File: src/rtl/crc_pkg.sv
// rtl/crc_pkg.sv - CRC helper functions and standard CRC presets
package crc_pkg;

    // CRC-8/SMBUS preset
    localparam logic [63:0] CRC8_SMBUS_POLY    = 64'h07;
    localparam logic [63:0] CRC8_SMBUS_INIT    = 64'h00;
    localparam logic [63:0] CRC8_SMBUS_XOR_OUT = 64'h00;
    localparam bit          CRC8_SMBUS_REFIN   = 1'b0;
    localparam bit          CRC8_SMBUS_REFOUT  = 1'b0;

    // CRC-32 (IEEE 802.3) preset
    localparam logic [63:0] CRC32_POLY    = 64'h04C1_1DB7;
    localparam logic [63:0] CRC32_INIT    = 64'hFFFF_FFFF;
    localparam logic [63:0] CRC32_XOR_OUT = 64'hFFFF_FFFF;
    localparam bit          CRC32_REFIN   = 1'b1;
    localparam bit          CRC32_REFOUT  = 1'b1;

    function automatic logic [7:0] reflect8(input logic [7:0] v);
        logic [7:0] r;
        for (int i = 0; i < 8; i++) begin
            r[i] = v[7-i];
        end
        return r;
    endfunction

    // Reverses the low k bits of v; bits at and above k come back zero.
    function automatic logic [63:0] reflect_k(input logic [63:0] v, input int k);
        logic [63:0] r;
        r = '0;
        for (int i = 0; i < 64; i++) begin
            if (i < k) begin
                r[k-1-i] = v[i];
            end
        end
        return r;
    endfunction

    // Direct (non-augmented) CRC update over the low nb bits of 'bits',
    // most significant of those bits first. Widths are carried in 64-bit
    // containers and masked to k so one function serves every CRC width.
    function automatic logic [63:0] crc_step(input logic [63:0] rem, input logic [63:0] bits,
                                             input logic [63:0] poly, input int k, input int nb);
        logic [63:0] r;
        logic [63:0] mask;
        logic        fb;
        mask = (k >= 64) ? {64{1'b1}} : ((64'd1 << k) - 64'd1);
        r    = rem & mask;
        for (int i = 63; i >= 0; i--) begin
            if (i < nb) begin
                fb = r[k-1] ^ bits[i];
                r  = (r << 1) & mask;
                if (fb) begin
                    r = r ^ (poly & mask);
                end
            end
        end
        return r;
    endfunction

endpackage

File: src/rtl/crc_stage.sv
// rtl/crc_stage.sv - one registered CRC pipeline stage consuming B message bits
//
// Ports:
//   clk, rst_n          clock, asynchronous active-low reset
//   en                  global pipeline advance
//   in_valid/out_valid  slot valid in / registered
//   in_rem/out_rem      running remainder in / registered after B bits
//   in_data/out_data    unconsumed message bits (top B bits consumed here)
//   in_tag/out_tag      sideband tag, passed through unchanged
module crc_stage
    import crc_pkg::*;
#(
    parameter int             K      = 8,
    parameter int             DW_IN  = 64,
    parameter int             B      = 8,
    parameter int             TAG_W  = 4,
    parameter logic [K-1:0]   POLY   = 8'h07,
    localparam int            DW_OUT = (DW_IN > B) ? DW_IN - B : 1
) (
    input  logic              clk,
    input  logic              rst_n,
    input  logic              en,
    input  logic              in_valid,
    input  logic [K-1:0]      in_rem,
    input  logic [DW_IN-1:0]  in_data,
    input  logic [TAG_W-1:0]  in_tag,
    output logic              out_valid,
    output logic [K-1:0]      out_rem,
    output logic [DW_OUT-1:0] out_data,
    output logic [TAG_W-1:0]  out_tag
);

    logic [K-1:0] next_rem;

    always_comb begin
        next_rem = K'(crc_step(64'(in_rem), 64'(in_data[DW_IN-1 -: B]), 64'(POLY), K, B));
    end

    always_ff @(posedge clk or negedge rst_n) begin
        if (!rst_n) begin
            out_valid <= 1'b0;
            out_rem   <= '0;
            out_tag   <= '0;
        end else if (en) begin
            out_valid <= in_valid;
            out_rem   <= next_rem;
            out_tag   <= in_tag;
        end
    end

    // The final stage consumes every remaining bit, so it carries no data.
    if (DW_IN > B) begin : g_data
        always_ff @(posedge clk or negedge rst_n) begin
            if (!rst_n) begin
                out_data <= '0;
            end else if (en) begin
                out_data <= in_data[DW_IN-B-1:0];
            end
        end
    end else begin : g_no_data
        assign out_data = '0;
    end

endmodule

File: src/rtl/crc_pipe_param.sv
// rtl/crc_pipe_param.sv - parametrised pipelined CRC generator, one word per clock
//
// Ports:
//   clk, rst_n               clock, asynchronous active-low reset
//   in_valid/in_ready        input handshake for msg/in_tag
//   msg [N-1:0]              message word, msg[N-1] first on the wire
//   in_tag [TAG_W-1:0]       opaque sideband returned with the result
//   out_valid/out_ready      output handshake for crc/out_tag
//   crc [K-1:0]              final CRC
//   out_tag [TAG_W-1:0]      tag of the word that produced crc
module crc_pipe_param
    import crc_pkg::*;
#(
    parameter int           K       = 8,
    parameter int           N       = 64,
    parameter int           B       = 8,
    parameter logic [K-1:0] POLY    = 8'h07,
    parameter logic [K-1:0] INIT    = '0,
    parameter logic [K-1:0] XOR_OUT = '0,
    parameter bit           REFIN   = 1'b0,
    parameter bit           REFOUT  = 1'b0,
    parameter int           TAG_W   = 4,
    localparam int          S       = N / B
) (
    input  logic             clk,
    input  logic             rst_n,
    input  logic             in_valid,
    output logic             in_ready,
    input  logic [N-1:0]     msg,
    input  logic [TAG_W-1:0] in_tag,
    output logic             out_valid,
    input  logic             out_ready,
    output logic [K-1:0]     crc,
    output logic [TAG_W-1:0] out_tag
);

    // One enable for the whole pipe: everything moves unless the result
    // register is full and not being taken. No in_valid term, so no
    // combinational in_valid -> in_ready path.
    logic en;
    assign en       = !out_valid || out_ready;
    assign in_ready = en;

    logic [N-1:0] msg_r;

    always_comb begin
        msg_r = msg;
        if (REFIN) begin
            for (int j = 0; j < N / 8; j++) begin
                msg_r[8*j +: 8] = reflect8(msg[8*j +: 8]);
            end
        end
    end

    for (genvar gi = 0; gi < S; gi++) begin : g_stg
        localparam int DW_IN  = N - gi * B;
        localparam int DW_OUT = (DW_IN > B) ? DW_IN - B : 1;

        logic [DW_IN-1:0]  d_in;
        logic              v_in;
        logic [K-1:0]      r_in;
        logic [TAG_W-1:0]  t_in;
        logic [DW_OUT-1:0] d_out;
        logic              v_out;
        logic [K-1:0]      r_out;
        logic [TAG_W-1:0]  t_out;

        if (gi == 0) begin : g_head
            assign d_in = msg_r;
            assign v_in = in_valid;
            assign r_in = INIT;
            assign t_in = in_tag;
        end else begin : g_link
            assign d_in = g_stg[gi-1].d_out;
            assign v_in = g_stg[gi-1].v_out;
            assign r_in = g_stg[gi-1].r_out;
            assign t_in = g_stg[gi-1].t_out;
        end

        crc_stage #(
            .K     (K),
            .DW_IN (DW_IN),
            .B     (B),
            .TAG_W (TAG_W),
            .POLY  (POLY)
        ) u_stage (
            .clk       (clk),
            .rst_n     (rst_n),
            .en        (en),
            .in_valid  (v_in),
            .in_rem    (r_in),
            .in_data   (d_in),
            .in_tag    (t_in),
            .out_valid (v_out),
            .out_rem   (r_out),
            .out_data  (d_out),
            .out_tag   (t_out)
        );
    end

    logic             last_valid;
    logic [K-1:0]     last_rem;
    logic [TAG_W-1:0] last_tag;
    logic [K-1:0]     final_crc;

    assign last_valid = g_stg[S-1].v_out;
    assign last_rem   = g_stg[S-1].r_out;
    assign last_tag   = g_stg[S-1].t_out;

    always_comb begin
        final_crc = (REFOUT ? K'(reflect_k(64'(last_rem), K)) : last_rem) ^ XOR_OUT;
    end

    // crc/out_tag only load on a real result, so bubbles leave the last
    // value in place while out_valid is low.
    always_ff @(posedge clk or negedge rst_n) begin
        if (!rst_n) begin
            out_valid <= 1'b0;
            crc       <= '0;
            out_tag   <= '0;
        end else if (en) begin
            out_valid <= last_valid;
            if (last_valid) begin
                crc     <= final_crc;
                out_tag <= last_tag;
            end
        end
    end

endmodule

File: config.mk
export PLATFORM = sky130hd
export DESIGN_NAME = crc_pipe_param
export DESIGN_NICKNAME = d
export VERILOG_FILES = /design/src/rtl/crc_pkg.sv /design/src/rtl/crc_stage.sv /design/src/rtl/crc_pipe_param.sv
export SDC_FILE = /design/constraint.sdc
export NUM_CORES = 1
export LEC_CHECK = 0
export BUFFER_PORTS_ARGS = -buffer_cell sky130_fd_sc_hd__buf_2
export CAP_MARGIN = 40
export CORE_UTILIZATION = 35
export DETAILED_ROUTE_END_ITERATION = 10
export PLACE_DENSITY = 0.55
export RECOVER_POWER = 100
export SLEW_MARGIN = 20
export SYNTH_ARGS = -nofsm -noshare
export SYNTH_HDL_FRONTEND = slang
export SYNTH_SLANG_ARGS = --single-unit
export TNS_END_PERCENT = 1
File: constraint.sdc
create_clock -name clk -period 1.4 [get_ports clk]
set_input_delay 0.28 -clock clk [delete_from_list [all_inputs] [get_ports clk]]
set_output_delay 0.28 -clock clk [all_outputs]
set_load 0.02 [all_outputs]
==> summary.md <==
| Metric | Value |
|---|---|
| RSZ-0062 raised after global routing | `true` |
| Die Wd | `201.9 µm` |
| Seq/Total Area, Yosys | `61.04%` |
| Pins over their slew limit | `0` |
| Clk Tree Root Cell | `clkbuf_16` |
| Vias | `7650` |
| Crit path kind | `reg -> out` |
| Total CTS buffers | `39` |
| Seq cells post-synth | `341` |
| Placed cells | `1597` |
| Startpoint Class | `flip-flop` |
| DR WL/cell | `13.65 µm` |
| Status | `complete, but fails checks` |
| Reg2Reg Setup Slack | `-0.10 ns` |
| Worst EP required | `1.12 ns` |
| Final Hold Violating Endpoints | `0` |
| Residual DRC | `0` |
| Final cycle utilization of the critical path | `108.5%` |
| Std cell rows | `72` |
| Hold Slack | `0.07600 ns` |
| Slew HR | `44.16%` |
| Global-route wire length before repair | `41110 µm` |
| Final setup viols | `236` |
| Kind of end point of the critical path | `primary output` |
| ANT cells | `0` |
| Max_cap viols | `0` |
| Syn Nets | `1021` |
| Area Growth Syn to Fin | `27.32%` |
| Initial Util | `35.84%` |
| DRT iter0 DRCs | `234` |
| Port Buffers | `85` |
| Final wirelength | `23590 µm` |
| DRT antenna net count | `0` |
| Leakage | `7.596 nW` |
| Final Non-Filler Cells | `1728` |
| Number of global-route vias before repair | `8226` |
| Max rail drop VDD | `0.9829 mV` |
| Bufs on Longest Clock Path | `3` |
| YS warnings | `0` |
| WP data arrival | `1.24 ns` |
| Pwr Total | `49.55 mW` |
| Post-Syn Area | `0.01398 mm²` |
| GRT Total Usage | `12.38%` |
| Die area | `0.04075 mm²` |
| Actual slew at the worst max-slew pin | `0.8375 ns` |
| H-tree levels | `2` |
| Place WS | `-0.01866 ns` |
| CP dominant cell by count | `buf_6` |
| Power per cell area | `2784 mW/mm²` |
| CTS tree | `done` |
| Synth Instances | `949` |
| Slowest-stage cell, CP | `dfrtp_2` |
| Global route overflow | `0` |
| Die H | `201.9 µm` |
| Crit-path cells | `nand2b_4, buf_6, buf_6` |
| First-pass iteration count of the detailed router | `4` |
| Total core area | `0.03901 mm²` |
| Initial antenna violation count | `0` |
| Delay of the slowest critical-path stage | `0.42 ns` |
| Commonest cells after routing, fill and taps aside | `dfrtp_1, mux2_2, xnor2_1, buf_2, dlygate4sd3_1` |
| Post-route minimum period | `1.518 ns` |
| Vias per cell | `4.427` |
| Clk_skew | `0.01360 ns` |
| Clock Latency Late Sink | `0.54 ns` |
| Largest net degree at the start of global routing | `63` |
| Final GP Congestion | `0.7638` |
| Setup ws final | `-0.1183 ns` |
| Clock sinks | `341` |
| Max Freq | `658.6 MHz` |
| Mean Syn Cell Area | `14.73 µm²` |
| Hold WC Path Type | `in -> reg` |
| Final nets | `1257` |
| Top Ports | `86` |
| Commonest non-fill, non-tap cell in the layout | `dfrtp_1` |
| Clk slew on worst S/H paths | `0.06 ns` |
| Layout cell share with drive strength beyond 1 | `44.71%` |
| Critical path peak fanout | `2` |
| Yosys cell types | `14` |
| Failing checks | `negative setup slack` |
| Hpwl dp | `15740 µm` |
-- timing repair --
item	CTS	global route
setup endpoints to repair	116	308
resized for setup	15	17
hold buffers	62	0
pin swaps	1	6
setup buffers	3	0
endpoints found under the hold margin	402	0
-- metal layers --
layer | wire length (µm) | GRT usage, % | part of all wire (%) | vias to the layer above
li1 | - | - | - | 3708
met1 | 11040 | 16.51 | 47 | 3821
met2 | 11220 | 19.61 | 48 | 82
met3 | 709 | 2.370 | 3.0 | 39
met4 | 627 | 5.465 | 2.7 | 0
met5 | 0 | 0 | 0 | -
-- cells by family (layout without fill, tap and decap cells) --
| family | Yosys count | in the layout | synth area share [%] |
|---|---|---|---|
| AOI/OAI and AO/OA | 58 | 58 | 2.076 |
| xor gates and xnor gates | 163 | 163 | 10.75 |
| buffers and inverters | 44 | 305 | 1.718 |
| DFF | 341 | 341 | 61.04 |
| muxes | 282 | 282 | 22.74 |
| and+or+nand+nor | 61 | 61 | 1.674 |
-- synthesized netlist by cell type --
library cell	instances	area, µm²
a21oi_1	58	290.3
xor2_1	35	306.5
buf_4	10	75.07
xnor2_2	6	97.59
dfrtp_1	341	8533
nor2_1	58	217.7
mux2_4	1	15.01
xnor2_1	118	1033
clkbuf_1	4	15.01
mux2_2	281	3164
nand2_1	1	3.750
xor2_2	4	65.06
nand2b_1	2	12.51
buf_2	30	150.1
-- cell type report --
type	count	area, µm²
fillers	3516	21210
well taps	518	648.1
flip-flops and latches	341	8534
repair buffers	239	1991
multi-input cells	564	5323
clock inverters	6	105.1
clock buffers	60	1197
-- per-stage QoR --
step | setup TNS (ns) | instance area, µm² | util [%]
2_1_floorplan | -1.084 | 14010 | -
3_3_place_gp | -0.04617 | 15710 | 40.28
3_5_place_dp | -0.5268 | 15710 | 40.28
4_1_cts | -22.53 | 17720 | 45.43
5_1_grt | -30.01 | 17800 | 45.63
6_report | -12.99 | 17800 | 45.63
-- report_power, final --
group,switching [mW],internal (mW),leakage [nW]
registers,2.68,14.7,3.95
clock network,3.84,6.40,0.642
logic,8.91,13.0,3.01
total,15.4,34.1,7.60
-- critical path: cells and delay by family (launching register included) --
kind	cells	cell delay, ns
DFF	1	0.42
buffers and inverters	2	0.20
and+or+nand+nor	1	0.08
-- final timing paths --
kind	from	endpoint	cells after the start
worst max-delay path	out_valid$_DFFE_PN0P_	in_ready	3
worst min-delay path	msg[57]	g_stg[0].u_stage.out_rem[1]$_DFFE_PN0P_	3
worst max register to register	out_valid$_DFFE_PN0P_	g_stg[6].u_stage.out_data[7]$_DFFE_PN0P_	5
worst min register to register	g_stg[7].u_stage.out_valid$_DFFE_PN0P_	out_valid$_DFFE_PN0P_	1
max in group asynchronous	rst_n	g_stg[0].u_stage.out_data[55]$_DFFE_PN0P_	3
min in group asynchronous	rst_n	g_stg[0].u_stage.out_data[18]$_DFFE_PN0P_	2
-- registers in the layout (all words and copies together) (netlist names) --
register,flops
g_stg.u_stage.out_tag,32
g_stg.u_stage.out_data,224
out_valid,1
g_stg.u_stage.out_rem,64
out_tag,4
crc,8
g_stg.u_stage.out_valid,8
Power figures use the tool's default switching activity.
